## src/rtl/nes_bus_pkg.sv

```systemverilog
// Shared CPU-bus definitions: register addresses and the OAM DMA state encoding.
// Latency: n/a (constants, types and a small helper only).
// Backpressure: n/a.
package nes_bus_pkg;

    // Snooped trigger register; a CPU write here selects the source page.
    localparam logic [15:0] ADDR_SPR_RAM_DMA  = 16'h4014;
    // SPR-RAM data port; every DMA byte is written here.
    localparam logic [15:0] ADDR_SPR_RAM_DATA = 16'h2004;

    // ALIGN is only reachable when the parity-alignment build option is on.
    typedef enum logic [2:0] {
        IDLE  = 3'd0,
        HALT  = 3'd1,
        ALIGN = 3'd2,
        RD    = 3'd3,
        WR    = 3'd4,
        DONE  = 3'd5
    } dma_state_t;

    // Source address of byte cnt: the low counter byte never carries into the page.
    function automatic logic [15:0] page_addr(input logic [7:0] page, input logic [8:0] cnt);
        return {page, cnt[7:0]};
    endfunction

endpackage

```

## src/rtl/oam_dma_ctrl_if.sv

```systemverilog
// CPU snoop, DMA master and shared memory-bus signals of the OAM DMA controller.
// Latency: n/a (wiring only).
// Backpressure: cpu_rdy low stalls the CPU while the DMA owns the bus.
interface oam_dma_ctrl_if;

    // Snooped CPU side
    logic [15:0] cpu_addr_out;
    logic [7:0]  cpu_data_out;
    logic        cpu_wen;
    logic        cpu_rdy;

    // DMA master side
    logic        bus_grant;
    logic [15:0] dma_addr_out;
    logic [7:0]  dma_data_out;
    logic        dma_ren;
    logic        dma_wen;
    logic [7:0]  dma_data_in;
    logic        dma_done;

    // Shared memory bus after the grant mux
    logic [15:0] mem_addr;
    logic [7:0]  mem_wdata;
    logic        mem_wen;

    // The DMA controller drives the master strobes, stall and the muxed bus.
    modport master (
        input  cpu_addr_out, cpu_data_out, cpu_wen, dma_data_in,
        output cpu_rdy, bus_grant, dma_addr_out, dma_data_out,
               dma_ren, dma_wen, dma_done, mem_addr, mem_wdata, mem_wen
    );

    // The system side (CPU core plus memory/IO decoder).
    modport slave (
        output cpu_addr_out, cpu_data_out, cpu_wen, dma_data_in,
        input  cpu_rdy, bus_grant, dma_addr_out, dma_data_out,
               dma_ren, dma_wen, dma_done, mem_addr, mem_wdata, mem_wen
    );

endinterface

```

## src/rtl/oam_dma_ctrl.sv

```systemverilog
// OAM DMA: a CPU write to 4014h halts the CPU and copies XFER_LEN bytes of page into 2004h.
// Latency: HALT_CYCLES (+1 ALIGN with OAM_DMA_ALIGN_EN) + 2 cycles/byte, then one DONE cycle.
// Backpressure: none accepted; cpu_rdy=0 stalls the CPU for the whole transfer.
// Optional build macro OAM_DMA_ALIGN_EN: first read cycle always lands on even cycle parity.
module oam_dma_ctrl
    import nes_bus_pkg::*;
#(
    parameter int XFER_LEN    = 256,
    parameter int HALT_CYCLES = 1
) (
    input  logic           clk,
    input  logic           rst,
    oam_dma_ctrl_if.master bus
);

    localparam int          HW       = $clog2(HALT_CYCLES + 1);
    localparam logic [HW-1:0] HALT_LAST = HW'(HALT_CYCLES - 1);
    localparam logic [8:0]  CNT_LAST = 9'(XFER_LEN - 1);

    dma_state_t     state_q;
    logic [8:0]     cnt_q;
    logic [8:0]     cnt_d;
    logic [7:0]     page_q;
    logic [7:0]     data_q;
    logic [HW-1:0]  halt_q;
    logic [15:0]    addr_q;
    logic           cpu_rdy_q;
    logic           grant_q;
    logic           ren_q;
    logic           wen_q;
    logic           done_q;
    logic           trig;
    logic           need_align;

`ifdef OAM_DMA_ALIGN_EN
    logic           parity_q;

    // Free-running cycle parity; the cycle after reset is even.
    always_ff @(posedge clk) begin
        if (rst) parity_q <= 1'b0;
        else     parity_q <= ~parity_q;
    end

    // Leaving HALT on an even cycle would put RD on an odd one, so detour via ALIGN.
    assign need_align = ~parity_q;
`else
    assign need_align = 1'b0;
`endif

    // Trigger decode and the incremented byte counter.
    always_comb begin
        trig  = bus.cpu_wen && (bus.cpu_addr_out == ADDR_SPR_RAM_DMA);
        cnt_d = cnt_q + 9'd1;
    end

    // Transfer FSM with registered bus outputs set for the state being entered.
    always_ff @(posedge clk) begin
        if (rst) begin
            state_q   <= IDLE;
            cnt_q     <= 9'd0;
            page_q    <= 8'h00;
            data_q    <= 8'h00;
            halt_q    <= '0;
            addr_q    <= 16'h0000;
            cpu_rdy_q <= 1'b1;
            grant_q   <= 1'b0;
            ren_q     <= 1'b0;
            wen_q     <= 1'b0;
            done_q    <= 1'b0;
        end else begin
            done_q <= 1'b0;
            unique case (state_q)
                IDLE: begin
                    if (trig) begin
                        page_q    <= bus.cpu_data_out;
                        halt_q    <= '0;
                        cpu_rdy_q <= 1'b0;
                        grant_q   <= 1'b1;
                        state_q   <= HALT;
                    end
                end
                HALT: begin
                    if (halt_q == HALT_LAST) begin
                        if (need_align) begin
                            state_q <= ALIGN;
                        end else begin
                            ren_q   <= 1'b1;
                            addr_q  <= page_addr(page_q, cnt_q);
                            state_q <= RD;
                        end
                    end else begin
                        halt_q <= halt_q + 1'b1;
                    end
                end
                ALIGN: begin
                    ren_q   <= 1'b1;
                    addr_q  <= page_addr(page_q, cnt_q);
                    state_q <= RD;
                end
                RD: begin
                    // Read data is combinational, so it is captured at the end of RD.
                    data_q  <= bus.dma_data_in;
                    ren_q   <= 1'b0;
                    wen_q   <= 1'b1;
                    addr_q  <= ADDR_SPR_RAM_DATA;
                    state_q <= WR;
                end
                WR: begin
                    cnt_q <= cnt_d;
                    wen_q <= 1'b0;
                    if (cnt_q == CNT_LAST) begin
                        cpu_rdy_q <= 1'b1;
                        grant_q   <= 1'b0;
                        done_q    <= 1'b1;
                        state_q   <= DONE;
                    end else begin
                        ren_q   <= 1'b1;
                        addr_q  <= page_addr(page_q, cnt_d);
                        state_q <= RD;
                    end
                end
                DONE: begin
                    // A 4014h write during DONE is deliberately not looked at.
                    cnt_q   <= 9'd0;
                    state_q <= IDLE;
                end
                default: begin
                    state_q <= IDLE;
                end
            endcase
        end
    end

    assign bus.cpu_rdy      = cpu_rdy_q;
    assign bus.bus_grant    = grant_q;
    assign bus.dma_addr_out = addr_q;
    assign bus.dma_data_out = data_q;
    assign bus.dma_ren      = ren_q;
    assign bus.dma_wen      = wen_q;
    assign bus.dma_done     = done_q;

    // Shared bus mux: the DMA master owns address, data and write strobe while granted.
    always_comb begin
        bus.mem_addr  = grant_q ? addr_q : bus.cpu_addr_out;
        bus.mem_wdata = grant_q ? data_q : bus.cpu_data_out;
        bus.mem_wen   = grant_q ? wen_q  : bus.cpu_wen;
    end

endmodule

```

## src/flat_wrapper.sv

```systemverilog
// flat-port wrapper written by rule: the top's interface ports become plain ports
module oam_dma_ctrl_flat import nes_bus_pkg::*;
#(
    parameter int XFER_LEN    = 256,
    parameter int HALT_CYCLES = 1
)
  (clk, rst, bus_cpu_addr_out, bus_cpu_data_out, bus_cpu_wen, bus_dma_data_in, bus_cpu_rdy, bus_bus_grant, bus_dma_addr_out, bus_dma_data_out, bus_dma_ren, bus_dma_wen, bus_dma_done, bus_mem_addr, bus_mem_wdata, bus_mem_wen);
  oam_dma_ctrl_if bus_i ();
  input  logic clk;
  input  logic rst;
  input wire logic [$bits(bus_i.cpu_addr_out)-1:0] bus_cpu_addr_out;
  input wire logic [$bits(bus_i.cpu_data_out)-1:0] bus_cpu_data_out;
  input wire logic [$bits(bus_i.cpu_wen)-1:0] bus_cpu_wen;
  input wire logic [$bits(bus_i.dma_data_in)-1:0] bus_dma_data_in;
  output wire logic [$bits(bus_i.cpu_rdy)-1:0] bus_cpu_rdy;
  output wire logic [$bits(bus_i.bus_grant)-1:0] bus_bus_grant;
  output wire logic [$bits(bus_i.dma_addr_out)-1:0] bus_dma_addr_out;
  output wire logic [$bits(bus_i.dma_data_out)-1:0] bus_dma_data_out;
  output wire logic [$bits(bus_i.dma_ren)-1:0] bus_dma_ren;
  output wire logic [$bits(bus_i.dma_wen)-1:0] bus_dma_wen;
  output wire logic [$bits(bus_i.dma_done)-1:0] bus_dma_done;
  output wire logic [$bits(bus_i.mem_addr)-1:0] bus_mem_addr;
  output wire logic [$bits(bus_i.mem_wdata)-1:0] bus_mem_wdata;
  output wire logic [$bits(bus_i.mem_wen)-1:0] bus_mem_wen;
  assign bus_i.cpu_addr_out = bus_cpu_addr_out;
  assign bus_i.cpu_data_out = bus_cpu_data_out;
  assign bus_i.cpu_wen = bus_cpu_wen;
  assign bus_i.dma_data_in = bus_dma_data_in;
  assign bus_cpu_rdy = bus_i.cpu_rdy;
  assign bus_bus_grant = bus_i.bus_grant;
  assign bus_dma_addr_out = bus_i.dma_addr_out;
  assign bus_dma_data_out = bus_i.dma_data_out;
  assign bus_dma_ren = bus_i.dma_ren;
  assign bus_dma_wen = bus_i.dma_wen;
  assign bus_dma_done = bus_i.dma_done;
  assign bus_mem_addr = bus_i.mem_addr;
  assign bus_mem_wdata = bus_i.mem_wdata;
  assign bus_mem_wen = bus_i.mem_wen;
  oam_dma_ctrl #(.XFER_LEN(XFER_LEN), .HALT_CYCLES(HALT_CYCLES)) u_core (.clk(clk), .rst(rst), .bus(bus_i));
endmodule
```

## config.mk

```make
export PLATFORM = sky130hd
export DESIGN_NAME = oam_dma_ctrl_flat
export DESIGN_NICKNAME = d
export VERILOG_FILES = /design/src/rtl/nes_bus_pkg.sv /design/src/rtl/oam_dma_ctrl_if.sv /design/src/rtl/oam_dma_ctrl.sv /design/src/flat_wrapper.sv
export SDC_FILE = /design/constraint.sdc
export NUM_CORES = 1
export LEC_CHECK = 0
export BUFFER_PORTS_ARGS = -buffer_cell sky130_fd_sc_hd__buf_2
export CAP_MARGIN = 5
export CORE_MARGIN = 4
export CORE_UTILIZATION = 49
export DETAILED_ROUTE_END_ITERATION = 8
export PLACE_DENSITY = 0.77
export SKIP_CTS_REPAIR_TIMING = 1
export SYNTH_ARGS = -nofsm -noshare
export SYNTH_HDL_FRONTEND = slang
export SYNTH_SLANG_ARGS = --single-unit
```

## constraint.sdc

```tcl
create_clock -name clk -period 2.9 [get_ports clk]
set_input_delay 0.29 -clock clk [delete_from_list [all_inputs] [get_ports clk]]
set_output_delay 0.29 -clock clk [all_outputs]
set_load 0.005 [all_outputs]
```

==> results of run 1 <==
==> sequential cells by signal, summed over array words and instances (netlist names) <==
signal	count
u_core.page_q	8
u_core.bus.dma_ren	1
u_core.bus.dma_data_out	8
u_core.bus.dma_done	1
u_core.cnt_q	9
u_core.bus.bus_grant	1
u_core.bus.dma_wen	1
u_core.bus.cpu_rdy	1
u_core.bus.dma_addr_out	16
u_core.state_q	3
==> synth_stat cells (all sizes together), types with 4 or more instances <==
master	count	area share (%)
xnor2	4	1.4
nor3	5	1.0
a21oi	27	5.5
nand2	39	6.0
nand3	4	0.81
nor2	24	3.8
clkbuf	12	1.8
inv	5	0.76
dfxtp	49	40
o21ai	14	3.3
mux2i	8	3.3
a22oi	9	2.7
mux2	25	11
buf	9	2.8
==> per-stage QoR <==
stage | total power [mW] | cell area [sq um] | utilization [%]
after floorplan | 1.11 | 2460 | -
after global placement | 1.25 | 2890 | 60.4
after detailed placement | 1.26 | 2890 | 60.4
after CTS | 1.74 | 3000 | 62.7
after global routing | 1.82 | 3000 | 62.7
final | 1.73 | 3000 | 62.7
==> cell type report <==
cell class / instances / share of cell area, %
clock buffer: 6 / 2.42
clock inverter: 2 / 1.29
inverter: 5 / 0.625
multi-input combinational: 202 / 44.8
sequential: 49 / 32.7
tap: 67 / 2.79
timing repair buffer: 91 / 15.4
==> how the worst max path moves through the flow <==
stage / startpoint / to / slack (ps) / cells after the start
2_1_floorplan: u_core.cnt_q[0] / u_core.bus.dma_addr_out[1] / 410 / 12
3_3_place_gp: u_core.cnt_q[0] / u_core.bus.dma_addr_out[1] / 540 / 9
3_5_place_dp: u_core.cnt_q[0] / u_core.bus.dma_addr_out[1] / 470 / 9
4_1_cts: u_core.cnt_q[0] / u_core.bus.dma_addr_out[1] / 450 / 9
5_1_grt: u_core.cnt_q[0] / u_core.bus.dma_addr_out[14] / 260 / 9
6_report: u_core.cnt_q[0] / u_core.bus.dma_addr_out[1] / 440 / 9
==> logic make-up (layout without fill, tap and decap cells) <==
| family | Yosys count | after routing | share of synthesized area, % |
|---|---|---|---|
| fa+ha+maj | 3 | 3 | 1.42 |
| mux | 33 | 33 | 14.7 |
| flops | 49 | 49 | 39.9 |
| buf+inv | 26 | 104 | 5.45 |
| simple gates | 95 | 95 | 18.5 |
| compound gates | 66 | 66 | 18.3 |
| xor+xnor | 5 | 5 | 1.78 |
==> worst max-delay path, cell delays in order, from the launching register on <==
cell and delay (ps):
dfxtp_1 370, ha_1 230, and3_1 240, nand3_1 140, nor2_1 70, ha_1 190
or4b_4 540, o21a_1 270, a221oi_2 230, nor2_1 80
==> routing by layer <==
layer  track usage (%)  share of wire [%]
met1              25.7                 45
met2              33.5                 45
met3              6.01                8.5
met4              6.36                1.2
met5                 0                  0
==> power breakdown <==
| group | internal (mW) | leakage [nW] | switching [mW] | total [mW] |
|---|---|---|---|---|
| Combinational | 0.198 | 0.793 | 0.222 | 0.420 |
| Sequential | 0.744 | 0.396 | 0.0857 | 0.830 |
| Clock | 0.259 | 0.0554 | 0.225 | 0.484 |
| Total | 1.20 | 1.24 | 0.532 | 1.73 |
==> placed cells by master (no fill, tap or decap), drive strengths merged, types with 2 or more instances in the layout <==
| master | instances |
|---|---|
| and2 | 2 |
| nand3 | 4 |
| nor3b | 2 |
| mux2 | 25 |
| o221a | 3 |
| o21a | 3 |
| buf | 91 |
| dfxtp | 49 |
| inv | 5 |
| nand2b | 2 |
| or3 | 2 |
| nand2 | 39 |
| nor2 | 24 |
| clkbuf | 6 |
| ha | 2 |
| a31oi | 3 |
| nor2b | 3 |
| nor4b | 2 |
| a22oi | 9 |
| nor4 | 3 |
| o21ai | 14 |
| mux2i | 8 |
| nor3 | 5 |
| a21oi | 27 |
| xnor2 | 4 |
==> qor.yml, run 1 <==
status: "complete, no violations"
clkTransAtPathRegs_ps: 90
setup_viol: 0
cts_inserted_buffers: 5
gr-usage-all-layers_pct: 20.4
cts.sinks: 49
seq_area_sq_um: 981
dpl.cell_count: 414
worstRegToRegCells: 9
ys_ff_latch: 49
finClkSkew_ps: 3.07
clk_latency_ps: 300
dpl_worst_slack_ps: 466
die_w_um: 78.8
fin_crit_ps: 2460
setup-tns-final_ps: 0
route.detailed.drc: 0
ys_warn_count: 0
min_path_cells: 3
cts_max_level: 2
worst-setup-path-type: "flip-flop to flip-flop"
rsz0062_at_grt: "no"
rows: 25
drive_gt1_share_pct: 37.5
via_per_inst: 5.52
antenna_found_initial: 0
fin_nets: 391
wl_per_cell_um: 14.9
required_ps: 3100
worstMarginPinSlew_ps: 794
irDropWorstVdd_v: 0.000330
start_kind: "flip-flop"
num-fill-cells: 401
syn2layout_area_growth_pct: 22.1
r2r-start: "u_core.cnt_q[0]"
dp_hpwl_mm: 4.53
power_density_nw_per_um2: 577
start_util_pct: 51.4
async_reset_ff_share_pct: 0
setup_slack_ps: 443
ys.flop_type: "dfxtp_1"
cp_max_fo: 9
synth.distinct_cells: 46
netlist_instances: 277
grt_pass1_wl_mm: 10.2
cp-end-kind: "flip-flop"
cts_tree: "built"
r2r-end: "u_core.bus.dma_addr_out[1]"
critical_path_arrival_ps: 2650
rrSetupSlack_ps: 440
p_leak_nw: 1.24
die_h_um: 78.8
synth_edf_count: 0
grt_pass1_vias: 2216
drv_cap: 0
relSlewSlack_pct: 46.9
syn-num-nets: 314
multi_input_area_sq_um: 1340
vias: 2331
min_from: "bus_dma_data_in[2]"
dr.pass1.iters: 4
netlist_area_sq_um: 2460
die_area_sq_um: 6210
gp_congestion: 0.825
final_cell_count_no_fill: 422
ys_seq_area_share_pct: 39.9
grt_max_degree: 35
syn_avg_cell_area_sq_um: 8.88
finalWirelength_mm: 6.28
finalHoldWorstSlack_ps: 220
max_freq_ghz: 0.407
design.portCount: 89
hold_path_end: "u_core.bus.dma_data_out[2]"
io_buffer_count: 88
coreArea_sq_um: 4790
root_buffer: "clkbuf_8"
cts.path.max_buffers: 2
num_antenna_cells: 0
final_hold_viol_count: 0
slew_violations: 0
hold_class: "input pin to flip-flop"
drtAntennaViolNets: 0
grt-ovfl-total: 0
drtIter0Drc: 152
fin_crit_sh_pct: 84.7
(Power assumes the default switching activity.)
==> inputs of run 2 (changes only) <==
==> constraint.sdc (replaced) <==
create_clock -name clk -period 2.4 [get_ports clk]
set_input_delay 0.24 -clock clk [delete_from_list [all_inputs] [get_ports clk]]
set_output_delay 0.24 -clock clk [all_outputs]
set_load 0.005 [all_outputs]
==> run 2 against run 1 <==
First-iteration DRC count is 14% higher. Total power increased by 16%. Combinational power rose by 23%. Non-clock buffer count is 4 higher. Critical path depth is the same. Register-to-register slack lost 310 ps. Final cell count rose by 0.95%. Flip-flop and latch count stayed put. Sequential power increased by 22%. Sequential share of layout area shrank 0.23 points.
==> qor.yml, run 2 (same netlist as run 1, synthesis figures left out) <==
status: "complete, no violations"
critical_path_arrival_ps: 2470
irDropWorstVdd_v: 0.000387
drive_gt1_share_pct: 39.3
grt_max_degree: 35
required_ps: 2600
die_h_um: 78.8
grt-ovfl-total: 0
vias: 2337
num_antenna_cells: 0
critPathMostFrequentCell: "nor2_1"
top_usage_layer: "met2"
dp_hpwl_mm: 4.78
start_util_pct: 51.4
grt_pass1_vias: 2246
layout_common_cells: "88 x buf_2, 49 x dfxtp_1, 39 x nand2_1"
fin_nets: 395
mostFrequentLayoutCell: "buf_2"
max_freq_ghz: 0.441
antenna_found_initial: 0
cp_slowest_cell: "or4b_4"
cts_inserted_buffers: 5
cts.sinks: 49
via_per_inst: 5.49
root_buffer: "clkbuf_8"
dr.pass1.iters: 4
power_density_nw_per_um2: 665
final_hold_viol_count: 0
dpl_worst_slack_ps: 112
wl_per_cell_um: 15.5
io_buffer_count: 88
rsz0062_at_grt: "no"
rows: 25
syn2layout_area_growth_pct: 23.0
route.detailed.drc: 0
worst-setup-path-type: "flip-flop to flip-flop"
setup_viol: 0
slew_violations: 0
worstMarginPinSlew_ps: 745
drtAntennaViolNets: 0
setup_slack_ps: 132
power.total_mw: 2.01
relSlewSlack_pct: 49.6
grt_pass1_wl_mm: 10.7
drtIter0Drc: 173
finalWirelength_mm: 6.60
setup-tns-final_ps: 0
p_leak_nw: 1.25
critPathBufInv: 0
gp_congestion: 0.853
finClkSkew_ps: 5.20
cts.path.max_buffers: 2
clkTransAtPathRegs_ps: 90
die_w_um: 78.8
start_kind: "flip-flop"
critPathMaxStageDelay_ps: 530
fin_crit_sh_pct: 94.5
cp_cell_sequence: "ha_1, and3_1, nand3_2, nor2_1, ha_2, or4b_4, o21a_2, a221oi_2, nor2_1"
coreArea_sq_um: 4790
hold_class: "input pin to flip-flop"
grtUsageMet2_pct: 36.2
cts_max_level: 2
cp_top_family: "simple AND/OR/NAND/NOR gates"
drv_cap: 0
cp_max_fo: 9
grtUsageMet3_pct: 3.97
fin_crit_ps: 2270
largest_register_ffs: 16
use_met1_pct: 27.1
design.portCount: 89
clk_latency_ps: 300
die_area_sq_um: 6210
gr-usage-all-layers_pct: 21.2
cts_tree: "built"
cp-end-kind: "flip-flop"
-- run 2: report_power, final --
part	internal (mW)	switching [mW]	leakage, nW
Clock	0.206	0.283	0.0374
Combinational	0.245	0.270	0.815
Sequential	0.899	0.107	0.396
Total	1.35	0.660	1.25
-- run 2: cell type report --
type,count,area [sq um]
fill,418,1760
multi-input combinational,202,1360
sequential,49,981
timing repair buffer,95,493
tap,67,83.8
clock buffer,6,72.6
inverter,5,18.8
clock inverter,2,15.0
-- run 2: tightest hold or removal path: cells and delay by family --
kind	cells	cell delay, ps
buffers and inverters	1	90
AOI/OAI and AO/OA	1	50
and+or+nand+nor	1	40
-- run 2: metal layers --
| layer | up-vias | share of wire (%) |
|---|---|---|
| li1 | 1142 | - |
| met1 | 1097 | 44 |
| met2 | 93 | 48 |
| met3 | 5 | 7.1 |
| met4 | 0 | 0.88 |
| met5 | - | 0 |
-- run 2: worst paths after layout --
check	cells after the start	endpoint	slack (ps)	start
max	9	u_core.bus.dma_addr_out[1]	130	u_core.cnt_q[0]
min	3	u_core.bus.dma_data_out[3]	160	bus_dma_data_in[3]
max reg2reg	9	u_core.bus.dma_addr_out[1]	130	u_core.cnt_q[0]
min reg2reg	2	u_core.page_q[4]	470	u_core.page_q[4]
-- run 2: per-stage QoR --
stage / cells / area (sq um) / hold WS, ps / util [%]
floorplan: 277 / 2470 / 376 / -
global placement: 418 / 2930 / 447 / 61.2
detailed placement: 418 / 2930 / 456 / 61.2
CTS: 426 / 3020 / 155 / 63.0
global route: 426 / 3020 / 159 / 63.2
finish: 426 / 3020 / 161 / 63.2
==> inputs of run 3 (changes only) <==
--- a/config.mk
+++ b/config.mk
@@ -10,7 +10,7 @@
 export CORE_MARGIN = 4
 export CORE_UTILIZATION = 49
 export DETAILED_ROUTE_END_ITERATION = 8
-export PLACE_DENSITY = 0.77
+export PLACE_DENSITY_LB_ADDON = 0.12
 export SKIP_CTS_REPAIR_TIMING = 1
 export SYNTH_ARGS = -nofsm -noshare
 export SYNTH_HDL_FRONTEND = slang
==> run 3 against run 2 <==
Worst setup slack better by 2.9 ps. First-iteration DRC count down 9.2%. Largest power group unchanged. Combinational power up 1%. Final cell count up 0.23%. Total power up 5.0%. Die area unchanged. Maximum frequency up 0.13%. Clock skew about the same. Core utilization up 0.65 points. Hold slack worse by 3.6 ps. Via count down 1.9%. Global-route usage down 0.52 points.
==> qor.yml, run 3 (same netlist as run 1, synthesis figures left out) <==
die_h_um: 78.8
vias: 2293
cp-end-kind: "flip-flop"
grt_pass1_wl_mm: 10.3
required_ps: 2610
grt-ovfl-total: 0
final_hold_viol_count: 0
num_antenna_cells: 0
cts_tree: "built"
cts.sinks: 49
wl_per_cell_um: 14.5
coreArea_sq_um: 4790
grt_max_degree: 35
hold_class: "input pin to flip-flop"
dp_hpwl_mm: 4.39
power_density_nw_per_um2: 691
clkTransAtPathRegs_ps: 90
setup-tns-final_ps: 0
start_util_pct: 51.4
rows: 25
finalWirelength_mm: 6.19
die_area_sq_um: 6210
design.portCount: 89
fin_nets: 396
syn2layout_area_growth_pct: 24.2
cp_max_fo: 9
drtAntennaViolNets: 0
num-fill-cells: 438
irDropWorstVdd_v: 0.000472
gp_congestion: 0.836
antenna_found_initial: 0
dr.pass1.iters: 4
min_path_cells: 3
start_kind: "flip-flop"
place_area_sq_um: 2930
gr-usage-all-layers_pct: 20.7
layout_common_cells: "88 x buf_2, 49 x dfxtp_1, 39 x nand2_1"
fin_crit_sh_pct: 94.4
root_buffer: "clkbuf_8"
stdcell_area_sq_um: 3050
worst-setup-path-type: "flip-flop to flip-flop"
cts_max_level: 2
drtIter0Drc: 157
critical_path_arrival_ps: 2470
drive_gt1_share_pct: 39.4
cts_inserted_buffers: 5
worstRegToRegCells: 9
worstMarginPinSlew_ps: 706
p_leak_nw: 1.27
drv_cap: 0
route.detailed.drc: 0
die_w_um: 78.8
largest_register_ffs: 16
mostFrequentLayoutCell: "buf_2"
relSlewSlack_pct: 52.9
via_per_inst: 5.37
max_freq_ghz: 0.441
cts.path.max_buffers: 2
slew_violations: 0
fin_crit_ps: 2270
finClkSkew_ps: 4.85
setup_viol: 0
clk_latency_ps: 310
rsz0062_at_grt: "no"
grt_pass1_vias: 2133
status: "complete, no violations"
power.total_mw: 2.11
io_buffer_count: 88
-- run 3: changes by cell type in the layout (fill, tap and decap cells not counted) --
cell        delta
clkinv_4       +1
clkinvlp_4     -2
buf_4          +1
bufinv_16      +1
-- run 3: critical path: stages (launching register included) --
cell      delay (ps)
dfxtp_1          370
ha_1             240
and3_1           210
nand3_2          100
nor2_1            50
ha_2             170
or4b_4           540
o21a_2           220
a221oi_2         180
nor2_1            70
-- run 3: worst paths after layout --
| kind | startpoint | endpoint | slack (ps) |
|---|---|---|---|
| max | u_core.cnt_q[0] | u_core.bus.dma_addr_out[1] | 130 |
| min | bus_dma_data_in[3] | u_core.bus.dma_data_out[3] | 160 |
| max reg2reg | u_core.cnt_q[0] | u_core.bus.dma_addr_out[1] | 130 |
| min reg2reg | u_core.page_q[6] | u_core.page_q[6] | 460 |
-- run 3: area by class of cell --
cell class              instances  area (sq um)  area share (%)
clock buffers                   6          72.6            2.38
clock inverters                 2          38.8            1.27
inverters                       5          18.8           0.615
well taps                      67          83.8            2.74
flip-flops and latches         49           981            32.1
multi-input cells             202          1360            44.5
repair buffers                 96           500            16.4
-- run 3: through the flow --
stage          cells  hold WS, ps  util, %  setup slack [ps]
2_1_floorplan    277          376        -              7.29
4_1_cts          426          150     63.5              65.7
6_report         427          158     63.8               134
3_5_place_dp     418          449     61.2              93.8
5_1_grt          427          145     63.8              1.74
3_3_place_gp     418          448     61.2               143
-- run 3: report_power, final --
part	switching (mW)	internal [mW]
Clock	0.279	0.313
Sequential	0.0992	0.899
Combinational	0.266	0.254
-- run 3: metal layers --
layer / routed length [um] / vias up / share of wire [%] / GRT usage [%]
met5: 0 / - / 0 / 0
met4: 74 / 0 / 1.2 / 6.19
met3: 576 / 7 / 9.3 / 4.42
met2: 2660 / 102 / 43 / 32.3
met1: 2880 / 1040 / 47 / 28.7
li1: - / 1144 / - / -
